==> src/rtl/pseq_pkg.sv <==
// Shared definitions for the program sequencer: default sizes, next-address
// source encoding and the page-aligned jump-target helper.
package pseq_pkg;

  localparam int PSEQ_PC_WIDTH    = 8;
  localparam int PSEQ_JMP_WIDTH   = 4;
  localparam int PSEQ_STACK_DEPTH = 4;

  typedef enum logic [2:0] {
    NA_ZERO,
    NA_HOLD,
    NA_RET,
    NA_JUMP,
    NA_INC
  } next_addr_e;

  // The jump field selects a page; the low PC bits of the target are zero.
  function automatic logic [31:0] page_target(input logic [31:0] page, input int shift);
    return page << shift;
  endfunction

endpackage

==> src/rtl/pseq_return_stack.sv <==
// LIFO return-address stack (pointer plus entry array). Only built when
// PSEQ_CALL_STACK_EN is defined; the default build leaves this file empty.
`ifdef PSEQ_CALL_STACK_EN
module pseq_return_stack #(
  parameter int WIDTH = 8,
  parameter int DEPTH = 4,
  localparam int LW = $clog2(DEPTH + 1),
  localparam int AW = $clog2(DEPTH)
) (
  input  logic             clk,
  input  logic             reset,
  input  logic             clear,
  input  logic             push,
  input  logic             pop,
  input  logic [WIDTH-1:0] din,
  output logic [WIDTH-1:0] dout,
  output logic [LW-1:0]    level,
  output logic             full,
  output logic             empty
);

  logic [WIDTH-1:0] mem_q [DEPTH];
  logic [LW-1:0]    level_q, level_d;
  logic [AW-1:0]    wr_idx, rd_idx;

  assign full   = (level_q == LW'(DEPTH));
  assign empty  = (level_q == '0);
  assign level  = level_q;
  assign wr_idx = AW'(level_q);
  assign rd_idx = AW'(level_q - LW'(1));
  assign dout   = mem_q[rd_idx];

  always_comb begin
    // NOTE: default first so every path assigns level_d and no latch is inferred.
    level_d = level_q;
    if (clear)               level_d = '0;
    else if (pop && !empty)  level_d = level_q - LW'(1);
    else if (push && !full)  level_d = level_q + LW'(1);
  end

  always_ff @(posedge clk or posedge reset) begin
    // NOTE: sequential state uses non-blocking assignment so all flops sample together.
    if (reset) level_q <= '0;
    else       level_q <= level_d;
  end

  // NOTE: entry storage is not reset; entries above level are never read.
  always_ff @(posedge clk) begin
    if (push && !full && !clear) mem_q[wr_idx] <= din;
  end

endmodule
`endif

==> src/rtl/stack_program_sequencer.sv <==
// Program sequencer: priority next-address mux, pc register and stack flags.
// Define PSEQ_CALL_STACK_EN to build the call/ret return-address stack.
module stack_program_sequencer
  import pseq_pkg::*;
#(
  parameter int PC_WIDTH    = PSEQ_PC_WIDTH,
  parameter int JMP_WIDTH   = PSEQ_JMP_WIDTH,
  parameter int STACK_DEPTH = PSEQ_STACK_DEPTH
) (
  input  logic                             clk,
  input  logic                             reset,
  input  logic                             sync_reset,
  input  logic                             hold,
  input  logic                             jmp,
  input  logic                             jmp_nz,
  input  logic                             dont_jmp,
  input  logic                             call,
  input  logic                             ret,
  input  logic [JMP_WIDTH-1:0]             jmp_addr,
  output logic [PC_WIDTH-1:0]              pm_addr,
  output logic [PC_WIDTH-1:0]              pc,
  output logic [PC_WIDTH-1:0]              from_ps,
  output logic [$clog2(STACK_DEPTH+1)-1:0] stack_level,
  output logic                             stack_ovf,
  output logic                             stack_unf
);

  localparam int LW = $clog2(STACK_DEPTH + 1);

  logic [PC_WIDTH-1:0] pc_q, pc_d, inc, target;
  next_addr_e          sel;

  assign inc     = pc_q + PC_WIDTH'(1);
  assign target  = PC_WIDTH'(page_target(32'(jmp_addr), PC_WIDTH - JMP_WIDTH));
  assign pc      = pc_q;
  assign from_ps = inc;
  assign pc_d    = pm_addr;

`ifdef PSEQ_CALL_STACK_EN
  logic                push, pop, full, empty;
  logic                ovf_q, ovf_d, unf_q, unf_d;
  logic [PC_WIDTH-1:0] stack_dout;

  pseq_return_stack #(
    .WIDTH (PC_WIDTH),
    .DEPTH (STACK_DEPTH)
  ) u_stack (
    .clk   (clk),
    .reset (reset),
    .clear (sync_reset),
    .push  (push),
    .pop   (pop),
    .din   (inc),
    .dout  (stack_dout),
    .level (stack_level),
    .full  (full),
    .empty (empty)
  );

  assign stack_ovf = ovf_q;
  assign stack_unf = unf_q;
`else
  logic unused_ret;
  assign unused_ret  = ret;
  assign stack_level = LW'(0);
  assign stack_ovf   = 1'b0;
  assign stack_unf   = 1'b0;
`endif

  always_comb begin
    sel = NA_INC;
`ifdef PSEQ_CALL_STACK_EN
    push  = 1'b0;
    pop   = 1'b0;
    ovf_d = ovf_q;
    unf_d = unf_q;
`endif
    if (sync_reset) sel = NA_ZERO;
    else if (hold)  sel = NA_HOLD;
`ifdef PSEQ_CALL_STACK_EN
    // An empty-stack ret falls through to the sequential address.
    else if (ret) begin
      if (empty) unf_d = 1'b1;
      else begin
        sel = NA_RET;
        pop = 1'b1;
      end
    end
    else if (call) begin
      sel = NA_JUMP;
      if (full) ovf_d = 1'b1;
      else      push  = 1'b1;
    end
`else
    else if (call) sel = NA_JUMP;
`endif
    else if (jmp || (jmp_nz && !dont_jmp)) sel = NA_JUMP;

`ifdef PSEQ_CALL_STACK_EN
    if (sync_reset) begin
      ovf_d = 1'b0;
      unf_d = 1'b0;
    end
`endif

    case (sel)
      NA_ZERO: pm_addr = '0;
      NA_HOLD: pm_addr = pc_q;
`ifdef PSEQ_CALL_STACK_EN
      NA_RET:  pm_addr = stack_dout;
`endif
      NA_JUMP: pm_addr = target;
      default: pm_addr = inc;
    endcase
    if (reset) pm_addr = '0;
  end

  always_ff @(posedge clk or posedge reset) begin
    if (reset) pc_q <= '0;
    else       pc_q <= pc_d;
  end

`ifdef PSEQ_CALL_STACK_EN
  always_ff @(posedge clk or posedge reset) begin
    if (reset) begin
      ovf_q <= 1'b0;
      unf_q <= 1'b0;
    end else begin
      ovf_q <= ovf_d;
      unf_q <= unf_d;
    end
  end
`endif

endmodule

==> config.mk <==
export PLATFORM = sky130hd
export DESIGN_NAME = stack_program_sequencer
export DESIGN_NICKNAME = d
export VERILOG_FILES = /design/src/rtl/pseq_pkg.sv /design/src/rtl/pseq_return_stack.sv /design/src/rtl/stack_program_sequencer.sv
export SDC_FILE = /design/constraint.sdc
export NUM_CORES = 1
export LEC_CHECK = 0
export ABC_CLOCK_PERIOD_IN_PS = 2050
export CAP_MARGIN = 20
export CELL_PAD_IN_SITES_DETAIL_PLACEMENT = 0
export CELL_PAD_IN_SITES_GLOBAL_PLACEMENT = 1
export CORE_MARGIN = 2
export CORE_UTILIZATION = 20
export CTS_BUF_LIST = sky130_fd_sc_hd__clkbuf_16
export CTS_CLUSTER_SIZE = 14
export DETAILED_ROUTE_END_ITERATION = 6
export GPL_ROUTABILITY_DRIVEN = 0
export PLACE_DENSITY = 0.85
export SLEW_MARGIN = 20
export SYNTH_ARGS = -nofsm -noshare
export SYNTH_HDL_FRONTEND = slang
export SYNTH_SLANG_ARGS = --single-unit
==> constraint.sdc <==
create_clock -name clk -period 2.05 [get_ports clk]
set_input_delay 0.5125 -clock clk [delete_from_list [all_inputs] [get_ports clk]]
set_output_delay 0.5125 -clock clk [all_outputs]
set_load 0.02 [all_outputs]
# Word-level counts from Yosys, hierarchy flattened
# Cells that the tools add are included.
# word_totals
reg_bits	8
elab_cells	14
out_inout_bits	29
# classes
n_eq_ne	2
n_addsub	1
reduce_logical	4
mux	6
# op_table
operator	count
8-bit one-hot mux with 3 select lines	1
3-bit 2-to-1 mux	4
8-bit by 1-bit adder with 8-bit output (second input constant)	1
8-bit 2-to-1 mux	1
3-bit by 1-bit == test with 1-bit output (second input constant)	1
3-bit by 2-bit == test with 1-bit output (second input constant)	1
3-bit logical NOT	1
1-bit logical AND	1
1-bit logical NOT	1
1-bit logical OR	1

# Depth between registers and ports, before layout
# logic_depth
depth_word	10
mapped_depth	5

# Worst setup path after synthesis
# No wires, ideal clock.
# synth_timing
path_kind	reg-to-output
from	register pc_q[0], in the netlist pc[0]
to	output pm_addr[4]
path_buffers	0
path_slack_ps	-514
path_stages_with_launch	6
t_arrival_ps	2052
cell_sequence	dfrtp_1 -> ha_1 -> nand3_1 -> xnor2_1 -> nor2_1 -> o31ai_1
# synth_via
elab_chain_cells	3
# synth_rtl
item	line_no	source
start, declared	stack_program_sequencer.sv:30	logic [PC_WIDTH-1:0] pc_q, pc_d, inc, target;
start signal, assigned	stack_program_sequencer.sv:120	else pc_q <= pc_d;
8-bit by 1-bit adder with 8-bit output	stack_program_sequencer.sv:33	assign inc = pc_q + PC_WIDTH'(1);
via from_ps[4]	stack_program_sequencer.sv:22	output logic [PC_WIDTH-1:0] from_ps,
8-bit one-hot mux with 3 select lines	stack_program_sequencer.sv:106	case (sel)
8-bit 2-to-1 mux	stack_program_sequencer.sv:115	if (reset) pm_addr = '0;
end, declared	stack_program_sequencer.sv:20	output logic [PC_WIDTH-1:0] pm_addr,
# The timed path passes the listed nets, and every way through them passes these cells.

# Final worst setup path
# layout_timing
from	input call
to	output pm_addr[3]
# layout_via
elab_chain_cells	6
elab_cells_between_ends	8
cone_classes	eq/ne: 2; mux: 5; reduce/logical: 1
# layout_rtl
item	line_no	source
start, declared	stack_program_sequencer.sv:17	input logic call,
3-bit 2-to-1 mux *	stack_program_sequencer.sv:95	else if (call) sel = NA_JUMP;
3-bit 2-to-1 mux *	stack_program_sequencer.sv:79	else if (hold) sel = NA_HOLD;
3-bit 2-to-1 mux *	stack_program_sequencer.sv:78	if (sync_reset) sel = NA_ZERO;
3-bit by 2-bit == test with 1-bit output (tied with other cells)	stack_program_sequencer.sv:106	
8-bit one-hot mux with 3 select lines *	stack_program_sequencer.sv:106	
8-bit 2-to-1 mux *	stack_program_sequencer.sv:115	
# Every way passes the cells marked *; elsewhere a longest branch is shown, timed or not.

==> impl_metrics.yaml <==
die:
  num_io_pins: 42
  die-height_um: 58.74
  die-area_um2: 3450
  rows: 19
  coreArea_um2: 2805
  initial_core_util_pct: 21.36
  fp.dieW_um: 58.74
global_routing:
  antenna_found_initial: 0
  grt_pass1_wl_mm: 4.347
  grt_pass1_vias: 944
  grt_max_degree: 9
  grtUsageTotal_pct: 16.96
  grt_remaining_overflow: 0
critical_path:
  worstSetupStartpointType: "input pin"
  crit_fanout: 3
  critPathMaxStageDelay_ps: 430
  cp_cell_sequence: "buf_6, or2_4, or2_4, or4_4, a21oi_4, buf_6"
  crit_type: "input pin to output pin"
  startpoint: "call"
  r2r-start: "pc[0]"
  cp.depth: 6
  worst-path-buf-inv: 2
  ff2ff_path_depth: 5
  cp.arrival_ps: 1810
  cp_slowest_cell: "or4_4"
  path_delay_family: "simple AND/OR/NAND/NOR gates"
  end_kind: "output pin"
  worst_ep_required_time_ps: 1540
layout:
  layout-drive-gt1-share_pct: 55.56
  layout_commonest_cell: "buf_4"
  final.fill_count: 261
  final_nets: 160
  post-route-util_pct: 52.32
  antenna_cells: 0
  largest_reg_flops: 8
  area_growth_pct: 144.9
  layout_common_cells: "buf_4 (30), buf_6 (16), clkdlybuf4s50_1 (12)"
placed_design:
  hpwl_mm: 1.865
  portBuffers: 35
  dp_slack_ps: -1093
job:
  max_cap_violations: 0
synth:
  synth-main-ff-cell: "dfrtp_1"
  synth_edf_count: 0
  ys_seq_area_share_pct: 33.40
  syn_area_um2: 599.3
  ys_types: 29
  synth-seq-cells: 8
  synthArstFlopShare_pct: 100.0
  syn_area_per_cell_um2: 7.991
  postSynthCellCount: 75
  ys_warn_count: 0
clock_network:
  numCtsBuffers: 3
  clk_path_buf_depth: 2
  insertion_delay_ps: 240
  cts_tree: "done"
  root_buffer: "clkbuf_16"
  h-tree-depth: 1
  cts.sinks: 8
  path_clk_slew_ps: 40
  hold_buffers: 0
sta:
  setup_viol: 8
  period_needed_ps: 2319
  fin_skew_ps: 4.410
  hold_violations: 0
  slew_violations: 0
  post-route-period-util_pct: 113.1
  rsz0062_at_grt: "true"
  clock.fmax_mhz: 431.2
  fin_ws_ps: -269.1
drt:
  vias_per_cell: 4.909
  antenna_left: 0
  firstDrtPassIters: 6
  wl_mm: 2.703
  drtIter0Drc: 10
  vias: 859
  drc_errors: 3
  wl_per_cell_um: 15.45
power_and_ir_drop:
  p_per_area_nw_per_um2: 449.7
  p_leak_nw: 0.6707
  peakVddDrop_mv: 0.2682
status:
  violations: "design-rule violations, negative setup slack"
  status: "finished with violations"
hold_path:
  hp-class: "input pin to asynchronous set/reset pin"
[metal layers]
layer  track usage [%]  share of wire, %  wire length (um)
met1             18.29                38              1015
met5                 0                 0                 0
met3             3.736               6.1               164
met2             30.48                54              1462
met4             9.091               2.3                61
[timing repair]
item / 4_1_cts / 5_1_grt
endpoints found under the setup margin: 15 / 13
buffers inserted: 6 / 4
pin swaps: 15 / 11
resized for setup: 104 / 13
[cell type report]
class,instances,area (um2),share of cell area (%)
inverters,3,11.26,0.7673
flip-flops and latches,8,202.7,13.81
well taps,31,38.79,2.643
multi-input cells,62,534.3,36.40
repair buffers,68,605.6,41.26
clock buffers,3,75.07,5.115
[synthesized netlist by cell type (2+ instances only)]
library cell  n  share of area (%)
a21oi_1       5                4.2
a31oi_1       2                2.1
and3_1        3                3.1
buf_4         5                6.3
dfrtp_1       8                 33
inv_1         3                1.9
nand2_1       7                4.4
nand3_1       7                5.8
nor2_1        5                3.1
nor3_1        3                2.5
o21ai_0       4                3.3
o31ai_1       2                2.5
or2_4         2                2.9
xnor2_1       3                4.4
xor2_1        2                2.9
[per-stage QoR]
step	instances	instance area (um2)	TNS (ps)	hold slack, ps	power (mW)
floorplan	79	678.2	-245.7	328.2	0.2359
global placement	163	1205	-8162	594.4	0.2961
detailed placement	163	1205	-8731	613.4	0.2994
CTS	172	1408	-1537	429.8	0.6533
global route	175	1468	-1778	462.3	0.6762
finish	175	1468	-1319	427.6	0.6600
[report_power, final]
group / total (mW) / switching, mW / leakage [nW] / internal, mW
clock: 0.337 / 0.0848 / 0.0370 / 0.252
sequential: 0.165 / 0.00295 / 0.107 / 0.162
combinational: 0.158 / 0.0809 / 0.527 / 0.0771
[cell families (layout without fill, tap and decap cells)]
kind of cell	count (synthesis)	in the layout	share of synthesized area [%]
AND/OR/NAND/NOR	35	35	31.53
AO/OA/AOI/OAI	16	16	16.07
buffers and inverters	9	74	8.977
flip-flops	8	8	33.40
XOR/XNOR	5	5	7.308
adder cells (fa/ha/maj)	1	1	2.087
other	1	5	0.6257
[final timing paths]
path | endpoint | slack, ps
worst min-delay path | pc[4] | 430
max in group asynchronous | pc[0] | 1340
worst max register to register | pc[3] | 580
worst max-delay path | pm_addr[3] | -270
worst min register to register | pc[6] | 670
min in group clk | pc[6] | 670
(Power assumes the default switching activity.)
